### src/rtl/i2cm_rx_byte_ctrl.sv
// ---------------------------------------------------------------------------
// i2cm_rx_byte_ctrl
// Bit-level receive sequencer for the I2C master. Generates SCL for one read
// byte (8 data bits, MSB first) plus the ACK/NACK bit. It samples SDA at the
// end of the SCL-high quarter ph2, presenting it on o_data_ser with a
// one-cycle o_shift_en strobe for the downstream serial-to-parallel register.
//
// Each SCL bit is four quarters of SCL_QTR clocks:
//   ph0, ph1 : SCL pulled low
//   ph2, ph3 : SCL released (high)
//
// Handshake: i_rx_start is a request pulse, accepted only when the sequencer
// is idle (o_busy=0). Once accepted, o_busy stays high until the cycle after
// the one-cycle o_byte_done pulse. Requests seen while busy are dropped, not
// queued. i_stop_rel is likewise only honoured while idle.
//
// Optional build macro: I2CM_CLK_STRETCH_EN
//   This adds input i_scl_in. While SCL is released in ph2 and the pad still
//   reads low (a slave is stretching the clock), the quarter counter holds.
//   This delays sampling and all later timing.
//
// All outputs are registers so that an asynchronous reset releases the
// pads in the same cycle.
// ---------------------------------------------------------------------------
module i2cm_rx_byte_ctrl #(
   parameter int SCL_QTR = 25
) (
   input  logic clk,
   input  logic rst,
   input  logic i_rx_start,
   input  logic i_ack_en,
   input  logic i_stop_rel,
   input  logic i_sda_in,
`ifdef I2CM_CLK_STRETCH_EN
   input  logic i_scl_in,
`endif
   output logic o_scl_oe,
   output logic o_sda_oe,
   output logic o_shift_en,
   output logic o_data_ser,
   output logic o_busy,
   output logic o_byte_done
);

   localparam int QW = (SCL_QTR > 1) ? $clog2(SCL_QTR) : 1;
   localparam logic [QW-1:0] Q_LAST = QW'(SCL_QTR - 1);

   typedef enum logic [1:0] {
      S_IDLE = 2'd0,
      S_BIT  = 2'd1,
      S_ACK  = 2'd2,
      S_DONE = 2'd3
   } state_t;

   // Current sequencer state and counters
   state_t          state;
   logic [QW-1:0]   qcnt;
   logic [1:0]      ph;
   logic [2:0]      bcnt;
   logic            scl_hold;
   logic            ack_bit;

   // Next-cycle values, computed combinationally and registered below
   state_t          nxt_state;
   logic [QW-1:0]   nxt_qcnt;
   logic [1:0]      nxt_ph;
   logic [2:0]      nxt_bcnt;
   logic            nxt_hold;
   logic            nxt_ack;

   // Next-cycle output values
   logic            scl_oe_d;
   logic            sda_oe_d;
   logic            shift_en_d;
   logic            data_ser_d;
   logic            busy_d;
   logic            byte_done_d;

   logic            stretch_hold;
   logic            in_bit_phase;

   // True while the sequencer is clocking a data or ACK bit
   assign in_bit_phase = (state == S_BIT) || (state == S_ACK);

`ifdef I2CM_CLK_STRETCH_EN
   // A slave holding SCL low during the released-high quarter freezes qcnt
   assign stretch_hold = in_bit_phase && (ph == 2'd2) && !i_scl_in;
`else
   assign stretch_hold = 1'b0;
`endif

   // Next-state and counter sequencing
   always_comb begin
      nxt_state = state;
      nxt_qcnt  = qcnt;
      nxt_ph    = ph;
      nxt_bcnt  = bcnt;
      nxt_hold  = scl_hold;
      nxt_ack   = ack_bit;
      case (state)
         S_IDLE: begin
            if (i_rx_start) begin
               // Start has priority over a simultaneous stop release
               nxt_state = S_BIT;
               nxt_qcnt  = '0;
               nxt_ph    = 2'd0;
               nxt_bcnt  = 3'd0;
               nxt_hold  = 1'b1;
               nxt_ack   = i_ack_en;
            end else if (i_stop_rel) begin
               nxt_hold  = 1'b0;
            end
         end
         S_BIT, S_ACK: begin
            if (stretch_hold) begin
               nxt_qcnt = qcnt;
            end else if (qcnt == Q_LAST) begin
               nxt_qcnt = '0;
               nxt_ph   = ph + 2'd1;
               if (ph == 2'd3) begin
                  if (state == S_BIT) begin
                     if (bcnt == 3'd7) begin
                        nxt_state = S_ACK;
                        nxt_bcnt  = 3'd0;
                     end else begin
                        nxt_bcnt  = bcnt + 3'd1;
                     end
                  end else begin
                     nxt_state = S_DONE;
                  end
               end
            end else begin
               nxt_qcnt = qcnt + QW'(1);
            end
         end
         S_DONE: begin
            nxt_state = S_IDLE;
         end
         default: begin
            nxt_state = S_IDLE;
         end
      endcase
   end

   // Output values for the cycle the next state will occupy
   always_comb begin
      scl_oe_d    = 1'b0;
      sda_oe_d    = 1'b0;
      shift_en_d  = 1'b0;
      data_ser_d  = o_data_ser;
      busy_d      = (nxt_state != S_IDLE);
      byte_done_d = (nxt_state == S_DONE);
      case (nxt_state)
         S_IDLE:  scl_oe_d = nxt_hold;
         S_BIT:   scl_oe_d = !nxt_ph[1];
         S_ACK:   scl_oe_d = !nxt_ph[1];
         S_DONE:  scl_oe_d = 1'b1;
         default: scl_oe_d = 1'b0;
      endcase
      sda_oe_d = (nxt_state == S_ACK) && nxt_ack;
      // Strobe once on entry to the last ph2 cycle; a stretch that parks
      // qcnt there must not produce a second strobe.
      shift_en_d = (nxt_state == S_BIT) && (nxt_ph == 2'd2) &&
                   (nxt_qcnt == Q_LAST) &&
                   !((state == S_BIT) && (ph == 2'd2) && (qcnt == Q_LAST));
      if (shift_en_d) begin
         data_ser_d = i_sda_in;
      end
   end

   // Sequencer state, counters and registered outputs
   always_ff @(posedge clk or posedge rst) begin
      if (rst) begin
         state       <= S_IDLE;
         qcnt        <= '0;
         ph          <= 2'd0;
         bcnt        <= 3'd0;
         scl_hold    <= 1'b0;
         ack_bit     <= 1'b0;
         o_scl_oe    <= 1'b0;
         o_sda_oe    <= 1'b0;
         o_shift_en  <= 1'b0;
         o_data_ser  <= 1'b0;
         o_busy      <= 1'b0;
         o_byte_done <= 1'b0;
      end else begin
         state       <= nxt_state;
         qcnt        <= nxt_qcnt;
         ph          <= nxt_ph;
         bcnt        <= nxt_bcnt;
         scl_hold    <= nxt_hold;
         ack_bit     <= nxt_ack;
         o_scl_oe    <= scl_oe_d;
         o_sda_oe    <= sda_oe_d;
         o_shift_en  <= shift_en_d;
         o_data_ser  <= data_ser_d;
         o_busy      <= busy_d;
         o_byte_done <= byte_done_d;
      end
   end

endmodule

### config.mk
export PLATFORM = sky130hd
export DESIGN_NAME = i2cm_rx_byte_ctrl
export DESIGN_NICKNAME = d
export VERILOG_FILES = /design/src/rtl/i2cm_rx_byte_ctrl.sv
export SDC_FILE = /design/constraint.sdc
export NUM_CORES = 1
export LEC_CHECK = 0
export CELL_PAD_IN_SITES_DETAIL_PLACEMENT = 1
export CELL_PAD_IN_SITES_GLOBAL_PLACEMENT = 1
export CORE_MARGIN = 2
export CORE_UTILIZATION = 47
export DETAILED_ROUTE_END_ITERATION = 16
export GPL_TIMING_DRIVEN = 1
export PLACE_DENSITY = 0.82
export REMOVE_ABC_BUFFERS = 1
export SLEW_MARGIN = 40
export SYNTH_ARGS = -nofsm -noshare
export SYNTH_HDL_FRONTEND = slang
export SYNTH_SLANG_ARGS = --single-unit
### constraint.sdc
create_clock -name clk -period 5.3 [get_ports clk]
set_clock_uncertainty 0.1 [all_clocks]
set_input_delay 1.06 -clock clk [delete_from_list [all_inputs] [get_ports clk]]
set_output_delay 1.06 -clock clk [all_outputs]
set_load 0.01 [all_outputs]
# Word-level counts from Yosys, hierarchy flattened
# Index checks and enable logic that the tools add are counted.
word_totals:
  rom_bits: 0
  input_bits: 6
  n_memories: 0
  latch_bits: 0
  mem_bits_rw: 0
  regBits: 20
op_classes:
  n_reduce_logical: 15
  multipliers: 0
  n_lt_le_gt_ge: 0
  muxes: 24
  n_eq_ne: 16
  shifts: 0
  add_sub_neg: 3
  div: 0
  bitwise: 0
op_table:
  columns: ["operator", "n"]
  rows:
  - ["$mux 3", 5]
  - ["$eq 2x2->1 const B", 7]
  - ["$mux 2", 7]
  - ["$eq 5x5->1 const B", 2]
  - ["$mux 5", 2]
  - ["$pmux 5 s2", 1]
  - ["$ne 2x2->1 const B", 4]
  - ["$logic_and 1x1->1", 6]
  - ["$pmux 2 s3", 1]
  - ["$pmux 3 s2", 1]
  - ["$add 5x1->5 const B", 1]
  - ["$mux 1", 5]
  - ["$reduce_and 5->1", 1]
  - ["$eq 2x1->1 const B", 2]
  - ["$logic_not 2->1", 2]
  - ["$pmux 2 s2", 1]
  - ["$reduce_bool 2->1", 2]
  - ["$reduce_or 2->1", 2]
  - ["$add 3x1->3 const B", 1]
  - ["$eq 3x3->1 const B", 1]
  - ["$pmux 1 s3", 1]
  - ["$add 2x1->2 const B", 1]
  - ["$logic_not 1->1", 2]

# Longest topological paths before layout
depth:
  word_depth: 10
  ltp_mapped: 13

# Worst setup path before layout
# OpenSTA, ideal clock, no wires.
synth_timing:
  kind: "register to register"
  from: "register qcnt[0]"
  to: "register o_data_ser"
  n_path_buf: 1
  t_arrival_ns: 2.304
  path_slack_ns: 2.771
  required_ns: 5.075
  setup_time_ns: 0.125
  period_less_slack_ns: 2.529
  path_stages_with_launch: 13
  cell_sequence: "dfrtp_1 -> inv_1 -> ha_1 -> and4b_1 -> buf_4 -> a31oi_1 -> o21ai_0 -> o21a_1 -> inv_1 -> ha_1 -> nand3_1 -> nor4b_4 -> mux2_4"
synth_between:
  elab_chain_len: 7
  elab_cells_between_ends: 17
  cone_classes: "add/sub: 1; eq/ne: 4; mux: 7; reduce/logical: 5"
synth_lines:
  columns: ["element", "line", "source"]
  rows:
  - ["start: declaration", "57", "logic [QW-1:0] qcnt;"]
  - ["start signal: assignment", "188", "qcnt <= nxt_qcnt;"]
  - ["$eq 5x5->1", "117", "end else if (qcnt == Q_LAST) begin"]
  - ["$mux 2", "117", null]
  - ["$pmux 2 s3", "100", "case (state)"]
  - ["named net nxt_state[0]", "64", "state_t nxt_state;"]
  - ["$eq 2x1->1", "163", "shift_en_d = (nxt_state == S_BIT) && (nxt_ph == 2'd2) &&"]
  - ["$logic_and 1x1->1 (2 in a row)", "163", null]
  - ["$logic_and 1x1->1", "164", "(nxt_qcnt == Q_LAST) &&"]
  - ["named net shift_en_d", "74", "logic shift_en_d;"]
  - ["end signal: assignment", "196", "o_data_ser <= data_ser_d;"]
  - ["end: declaration", "40", "output logic o_data_ser,"]
# The timed path passes the listed nets, and every way through them passes these cells.
# A chain may end at the register's enable or synchronous reset.

# Worst setup path in the final report
layout_timing:
  from: "input port i_rx_start"
  to: "register o_data_ser"
layout_between:
  elab_chain_len: 6
  elab_cells_between_ends: 12
  cone_classes: "eq/ne: 3; mux: 6; reduce/logical: 3"
layout_lines:
  columns: ["element", "line", "source"]
  rows:
  - ["start: declaration", "30", "input logic i_rx_start,"]
  - ["$mux 2", "102", "if (i_rx_start) begin"]
  - ["$pmux 2 s3 or $pmux 2 s2 (tied branches)", "100", null]
  - ["$eq 2x1->1 or $eq 2x2->1 (tied branches)", "163", null]
  - ["$logic_and 1x1->1", "163", null]
  - ["$logic_and 1x1->1 (*)", "163", null]
  - ["$logic_and 1x1->1 (*)", "164", null]
  - ["named net shift_en_d", "74", null]
# Mark *: on every way through the listed nets, which the timed path passes. The rest lies on a longest branch.

==> flow_summary.ini <==
[min_path]
hold_path_class = flop to flop
hold_path_depth = 1
hp-start = ack_bit$_DFF_PP0_
holdPathEnd = ack_bit$_DFF_PP0_

[worst_setup_path]
startpoint_type = primary input
path_max_fanout = 4
worstPathRequired_ns = 5.40
cp_slowest_cell = clkdlybuf4s50_1
r2r-end = o_data_ser$_DFFE_PP0P_
path_common_cell = nand2_1
critical_path_class = primary input to flop
critPathCaptureType = flop
rrSetupSlack_ns = 2.48
critPathTopFamily = simple AND/OR/NAND/NOR gates
critPathMaxStageDelay_ns = 0.54
crit_arrival_ns = 3.03
crit_buf_inv = 1
rr_worst_depth = 12
worstPathCellList = clkdlybuf4s50_1 -> nand2_1 -> nand2_1 -> o31ai_1 -> o21ai_0 -> ha_1 -> nand3_1 -> nor4b_4 -> mux2_4
r2r_start = qcnt[0]$_DFF_PP0_

[die]
design.core.area_mm2 = 0.002432
die_w_um = 54.24
start_util_pct = 48.77
dieArea_mm2 = 0.002941
num_rows = 18
die_h_um = 54.24
io_pins = 12

[finish]
mostFrequentLayoutCell = dfrtp_1
nets = 150
syn2layout_area_growth_pct = 15.30
final_area_mm2 = 0.001368
layout-drive-gt1-share_pct = 10.85
n_antenna_cell = 0
final_cell_mix = dfrtp_1, ha_1, inv_1

[timing]
slew_headroom_pct = 53.48
slew_viol_final = 0
worst_pin_slew_ns = 0.6935
grt_setup_unrepaired = no
period_needed_ns = 2.935
fin_ws_ns = 2.365
holdWs_ns = 0.4101
finalCritPeriodShare_pct = 55.37
hold_viol_final = 0
fmaxAchievable_mhz = 340.7
setup_viol = 0
finalSetupTns_ns = 0

[job]
maxCapViolCount = 0

[yosys]
ys_warn_count = 0
ys_seq_elements = 20
syn_inst = 116
synth-seq-area-share_pct = 42.19
synth_cell_types = 30
avgSynthCellArea_um2 = 10.23
syn-cell-area_mm2 = 0.001186

[grt]
grt_pass1_vias = 910
grt_util_met3_pct = 3.552
antenna_found_initial = 0
grt_max_degree = 21
gr-total-overflow = 0
use_met2_pct = 31.93
track_usage_pct = 20.42
grt_pass1_wl_mm = 4.250
busiest_layer = met2
grtUsageMet1_pct = 28.60

[placement]
placed_cell_area_mm2 = 0.001315
pre_cts_ws_ns = 2.064
port_buffers = 11
dpl.hpwl_mm = 1.925
gp_congestion = 0.8229

[clock_tree]
cts_resized = 0
cts.sinks = 20
cts_tree = built
root_buffer = clkbuf_4
holdBufCountCts = 0
post-cts-setup-buffers = 0
cts_buffer_depth = 2
htree_levels = 1
path_clk_slew_ns = 0.13
clk-insertion-delay-late_ns = 0.31
numCtsBuffers = 3

[power_and_ir_drop]
report.power.total_uw = 285.8
p_leak_uw = 0.0006273
max-vdd-ir-drop_mv = 0.1842
powerDensity_mw_per_mm2 = 209.0

[route]
drc = 0
ant_nets = 0
first_pass_iters = 3
via_count = 875
viasPerCell = 5.503
wire_per_inst_um = 15.97
drt_iter0_markers = 3
drt-total-wl_mm = 2.539

[outcome]
outcome = finished, final reports clean
[stage by stage]
step	utilization (%)	instances
after CTS	56.22	159
after global routing	56.22	159
after global placement	54.06	155
after floorplan	-	114
final	56.22	159
after detailed placement	54.06	155
[how the worst max path moves through the flow]
stage                                  from                     end  slack (ns)  depth (start not counted)
after floorplan           qcnt[0]$_DFF_PP0_  o_data_ser$_DFFE_PP0P_        2.80                         12
after CTS                        i_rx_start  o_data_ser$_DFFE_PP0P_        2.40                          9
after detailed placement         i_rx_start  o_data_ser$_DFFE_PP0P_        2.06                          9
after global placement           i_rx_start  o_data_ser$_DFFE_PP0P_        2.13                          9
after global routing             i_rx_start  o_data_ser$_DFFE_PP0P_        2.22                          9
final                            i_rx_start  o_data_ser$_DFFE_PP0P_        2.37                          9
[kinds of logic after synthesis]
family	synth area share, %
AOI/OAI and AO/OA	13.08
and+or+nand+nor	21.10
buffers and inverters	5.697
DFF	42.19
adders and majority gates	14.77
muxes	3.164
[report_power, final]
group | internal, uW | switching, uW
combinational | 3.30 | 3.62
sequential | 153 | 0
clock | 76.5 | 49.8
[synthesized netlist by cell type, drive strengths merged]
| cell type | instances | share of area (%) |
|---|---|---|
| dfrtp | 20 | 42 |
| ha | 14 | 15 |
| inv | 13 | 4.1 |
| o21ai | 11 | 4.6 |
| nand2 | 10 | 3.2 |
| nand3 | 6 | 3.0 |
| nor3 | 6 | 2.5 |
| nor2 | 5 | 2.2 |
| and2 | 3 | 1.6 |
| mux2 | 3 | 3.2 |
| nand2b | 3 | 1.6 |
| nor2b | 3 | 2.2 |
| a21oi | 2 | 0.84 |
| a221o | 2 | 1.9 |
| a31oi | 2 | 1.1 |
| buf | 2 | 1.6 |
| nand4b | 2 | 1.5 |
| o31ai | 2 | 1.3 |
| a22o | 1 | 0.74 |
| a2bb2oi | 1 | 1.3 |
| a311oi | 1 | 0.74 |
| and4b | 1 | 0.84 |
| nor4b | 1 | 2.0 |
| o21a | 1 | 0.63 |
| or2 | 1 | 0.53 |
[flip-flops by register name (all words and copies together), names as in the netlist, 2 cells and up]
signal,cells
bcnt,3
qcnt,5
ph,2
state,2
[metal layers]
metal | wire length [um] | share of wire, %
met4 | 27 | 1.1
met2 | 1285 | 51
met1 | 1179 | 46
met5 | 0 | 0
met3 | 46 | 1.8
[final cells by class]
type / instances / area, um^2
clock buffer: 3 / 22.52
clock inverter: 1 / 30.03
fill: 274 / 1065
inverter: 13 / 48.80
multi-input combinational: 81 / 618.1
sequential: 20 / 500.5
tap: 30 / 37.54
timing repair buffer: 11 / 110.1
No activity file was read; power rests on OpenSTA's default activity.
